==> config.mk <==
export PLATFORM = sky130hd
export DESIGN_NAME = lives_counter_param
export DESIGN_NICKNAME = d
export VERILOG_FILES = /design/src/rtl/lives_counter_param.sv
export SDC_FILE = /design/constraint.sdc
export NUM_CORES = 1
export LEC_CHECK = 0
export CAP_MARGIN = 10
export CELL_PAD_IN_SITES_DETAIL_PLACEMENT = 2
export CELL_PAD_IN_SITES_GLOBAL_PLACEMENT = 2
export CORE_MARGIN = 10
export CORE_UTILIZATION = 27
export DETAILED_ROUTE_END_ITERATION = 8
export GPL_ROUTABILITY_DRIVEN = 0
export PLACE_DENSITY = 0.86
export SETUP_SLACK_MARGIN = 0.3
export SYNTH_ARGS = -nofsm -noshare
export SYNTH_HDL_FRONTEND = slang
export SYNTH_SLANG_ARGS = --single-unit
==> constraint.sdc <==
create_clock -name clock -period 1.8 [get_ports clock]
set_input_delay 0.36 -clock clock [delete_from_list [all_inputs] [get_ports clock]]
set_output_delay 0.36 -clock clock [all_outputs]
set_load 0.05 [all_outputs]
==> src/rtl/lives_counter_param.sv <==
// Bounded up/down counter with load, saturate/wrap and a post-decrement hold-off
// window; used for player lives and other capped resources (shields, ammo).
module lives_counter_param #(
  parameter int unsigned WIDTH    = 4,
  parameter int unsigned INIT_VAL = 3,
  parameter int unsigned MAX_VAL  = 9,
  parameter bit          WRAP     = 1'b0,
  parameter int unsigned HOLDOFF  = 4
) (
  input  logic             clock,
  input  logic             clr,
  input  logic             ld,
  input  logic [WIDTH-1:0] D,
  input  logic             ent,
  input  logic             enp,
  input  logic             up,
  output logic [WIDTH-1:0] Q,
  output logic             rco,
  output logic             zero,
  output logic             busy,
  output logic             ovf,
  output logic             unf
);

  localparam int unsigned HW = (HOLDOFF > 0) ? $clog2(HOLDOFF + 1) : 1;
  localparam logic [WIDTH-1:0] MAX_Q  = WIDTH'(MAX_VAL);
  localparam logic [WIDTH-1:0] INIT_Q = WIDTH'(INIT_VAL);
  localparam logic [HW-1:0]    HOLD_Q = HW'(HOLDOFF);

  logic [WIDTH-1:0] cnt_q, cnt_d;
  logic [HW-1:0]    hold_q, hold_d;
  logic             ovf_q, ovf_d;
  logic             unf_q, unf_d;
  logic             cnt_req;
  logic             busy_w;

  assign cnt_req = ent & enp & ~ld;
  assign busy_w  = (hold_q != '0);

  // Next-state: load beats counting; every bound check happens before the step.
  always_comb begin
    cnt_d  = cnt_q;
    hold_d = busy_w ? hold_q - HW'(1) : '0;
    ovf_d  = 1'b0;
    unf_d  = 1'b0;
    if (ld) begin
      cnt_d = (D > MAX_Q) ? MAX_Q : D;
    end else if (cnt_req) begin
      if (up) begin
        if (cnt_q == MAX_Q) begin
          ovf_d = 1'b1;
          if (WRAP) cnt_d = '0;
        end else begin
          cnt_d = cnt_q + WIDTH'(1);
        end
      end else if (!busy_w) begin
        if (cnt_q != '0) begin
          cnt_d  = cnt_q - WIDTH'(1);
          hold_d = HOLD_Q;
        end else begin
          unf_d = 1'b1;
          if (WRAP) begin
            cnt_d  = MAX_Q;
            hold_d = HOLD_Q;
          end
        end
      end
    end
  end

  always_ff @(posedge clock or posedge clr) begin
    if (clr) begin
      cnt_q  <= INIT_Q;
      hold_q <= '0;
      ovf_q  <= 1'b0;
      unf_q  <= 1'b0;
    end else begin
      cnt_q  <= cnt_d;
      hold_q <= hold_d;
      ovf_q  <= ovf_d;
      unf_q  <= unf_d;
    end
  end

  assign Q    = cnt_q;
  assign busy = busy_w;
  assign ovf  = ovf_q;
  assign unf  = unf_q;
  assign zero = (cnt_q == '0);
  assign rco  = ent & (up ? (cnt_q == MAX_Q) : (cnt_q == '0));

endmodule
==> out/qor.csv <==
stage;metric;value;unit
outcome;status;finished with violations;
outcome;violations;setup timing;
detailed_routing;antenna_left;0;
placed_design;dp.final_hpwl;1910;um
setup_path;crit_chain;or3_1 -> a211o_1 -> nor2_4 -> buf_12;
sta;final_hold_viol_count;0;
sta;setup_viol;4;
detailed_routing;drt-total-wl;2620;um
layout;nets;128;
grt;grt_pass1_wl;3940;um
sta;slew_viol_final;0;
pwr;switchingPower;469;uW
setup_path;ff2ff_path_depth;7;
setup_path;end_kind;primary output;
die;die_width;68.8;um
setup_path;cp_slowest_stage_delay;480;ps
pwr;comb_power_share;62.1;%
clock_network;tritoncts;built;
pwr;total_power;1140;uW
pwr;p_clk_share;14.4;%
grt;grt-ovfl-total;0;
setup_path;r2r-end;Q[2];
worst_hold_path;hp-class;input pin to asynchronous set/reset pin;
setup_path;worstPathRequired;1440;ps
setup_path;reg2reg_from;Q[0];
setup_path;path_delay_family;simple AND/OR/NAND/NOR gates;
synthesis;yosysSeqAreaShare;35.4;%
synthesis;synth_area_leaders;dfrtp_1 (27%), dfstp_2 (8.2%), ha_1 (7.8%);
setup_path;r2r_slack;-190;ps
die;fp-row-count;17;
detailed_routing;vias;722;
setup_path;path_max_fanout;3;
synthesis;synth_area;643;um^2
synthesis;synth_cells;68;
grt;grt_use_total;11.1;%
sta;setup_slack;-254;ps
sta;tns;-750;ps
synthesis;avgSynthCellArea;9.46;um^2
die;initial_core_util;28.8;%
layout;finalNonFillerCells;140;
clock_network;cts_num_sinks;9;
detailed_routing;dr.pass1.iters;4;
grt;grt_max_degree;10;
detailed_routing;vias_per_cell;5.16;
placed_design;io_buffers;18;
clock_network;hold_buffers;0;
detailed_routing;routedWlPerCell;18.7;um
sta;grt_setup_unrepaired;yes;
pwr;ir_drop;639;uV
synthesis;ys_dominant_reg_cell;dfrtp_1;
synthesis;synth_edf_count;0;
synthesis;ys_ff_latch;9;
layout;antenna_cells;0;
synthesis;yosysWarnings;0;
pwr;cellLeakagePower;0.000538;uW
clock_network;clock_path_buffers;2;
sta;relSlewSlack;72.1;%
layout;drive_gt1_share;51.8;%
setup_path;critPathKind;flop to primary output;
sta;fin_skew;5.89;ps
placed_design;placedCellCount;125;
synthesis;yosysUniqueCellTypes;34;
die;design.core.area;2230;um^2
synthesis;yosysTopAreaCell;dfrtp_1;
pwr;p_int;666;uW
synthesis;syn_nets;83;
synthesis;async_reset_ff_share;100;%
sta;worst_slew_pin_slew;419;ps
clock_network;cts_max_level;1;
clock_network;clkLatencyLatePin;270;ps
grt;antenna_found_initial;0;
layout;fin_util;53.1;%
placed_design;post-place-ws;-408;ps
layout;area_growth;84.4;%
clock_network;cts_buffers;3;
die;io_pins;19;
clock_network;path_clk_slew;70;ps
grt;grt_pass1_vias;809;
clock_network;cts_root_buf;clkbuf_4;
setup_path;startpoint_type;flop;
die;die-area;4730;um^2
detailed_routing;post-route-drc-count;0;
run;cap_violations;0;
setup_path;arrival;1690;ps
pwr;p_per_area;957;nW/um^2
pwr;p_seq_share;23.5;%
setup_path;path_buf_inv;1;
die;die_y;68.8;um
sta;fmax;0.487;GHz
detailed_routing;drt_iter0_drc;19;
setup_path;critPathSlowestCell;dfstp_4;
pwr;p_sw_share;41.3;%
synthesis;synth_top_area_share;27.2;%
sta;fin_crit;2050;ps
sta;period_share;114;%
==> sequential cells by signal, indices dropped and copies added (netlist names) <==
name and count:
unf 1, ovf 1, Q 4, hold_q 3
==> repair_timing <==
item / 4_1_cts / 5_1_grt
resized for setup: 8 / 11
buffers inserted: 5 / 6
setup endpoints to repair: 11 / 11
pin swaps: 3 / 2
==> worst reg2reg max path, cell delays in order (launching register included) <==
cell and delay, ps:
dfstp_4 480, or3_1 370, a211o_1 310, buf_4 150, buf_4 120, buf_6 130
and3_4 170, o31ai_2 170
==> cell usage after synthesis, drive strengths merged (3+ instances only) <==
cell type / instances
a21oi: 4
and3: 3
dfrtp: 7
ha: 4
inv: 6
nand3: 5
nor2: 3
nor3: 3
o21ai: 3
==> power groups by stage <==
stage / clock network [uW] / registers, uW / logic, uW
after floorplan: 0 / 350 / 251
after CTS: 167 / 269 / 618
after global routing: 185 / 271 / 758
after detailed placement: 0 / 275 / 552
after global placement: 0 / 272 / 528
final: 164 / 267 / 705
==> per-stage QoR <==
step / hold slack [ps] / instance area, um^2
2_1_floorplan: 186 / 677
3_3_place_gp: 470 / 1000
3_5_place_dp: 479 / 1000
4_1_cts: 388 / 1090
5_1_grt: 395 / 1190
6_report: 369 / 1190
==> worst max path at each step <==
stage | slack [ps] | endpoint | cells past startpoint | startpoint
3_3_place_gp | -340 | Q[3] | 7 | up
4_1_cts | -250 | rco | 4 | Q[0]
6_report | -250 | rco | 4 | Q[0]
3_5_place_dp | -410 | Q[3] | 7 | up
2_1_floorplan | -110 | rco | 3 | Q[0]
5_1_grt | -310 | rco | 4 | Q[0]
==> final cells by class <==
cell class / count / area [um^2]
flip-flops and latches: 9 / 234
clock buffers: 4 / 26.3
repair buffers: 42 / 420
well taps: 28 / 35.0
fillers: 235 / 1050
inverters: 6 / 22.5
multi-input cells: 51 / 448
==> cells by family after synthesis <==
logic type	Yosys count	share of synthesized area [%]
adders and majority gates	5	10.9
xor gates and xnor gates	1	1.36
AOI/OAI and AO/OA	18	20.4
buffers and inverters	8	5.84
muxes	1	1.75
and+or+nand+nor	26	24.3
DFF	9	35.4
==> per-layer routing <==
layer  track usage (%)  vias to the layer above  wire length [um]  part of all wire [%]
li1                  -                      341                 -                     -
met4              1.48                        0                14                  0.54
met5                 0                        -                 0                     0
met1              11.1                      361              1020                    39
met3              4.35                        4               123                   4.7
met2              21.7                       16              1460                    56
==> cells in the final DEF, fill, tap and decap left out, types with 2 or more instances in the layout <==
cell type        synthesis  layout
o31ai_2                  1       2
buf_12                   0       4
buf_4                    0      23
a211o_1                  2       2
clkdlybuf4s50_1          0       8
inv_1                    6       6
nor3_2                   0       2
a2111oi_0                2       2
clkbuf_4                 0       3
buf_8                    0       3
o21ai_0                  3       3
dfrtp_2                  0       2
and3_1                   3       2
buf_6                    1       3
nand2_1                  2       2
a21oi_1                  3       3
dfrtp_1                  7       5
nand3_1                  4       2
ha_1                     4       4
nand3_2                  1       3
(Power assumes the default switching activity.)
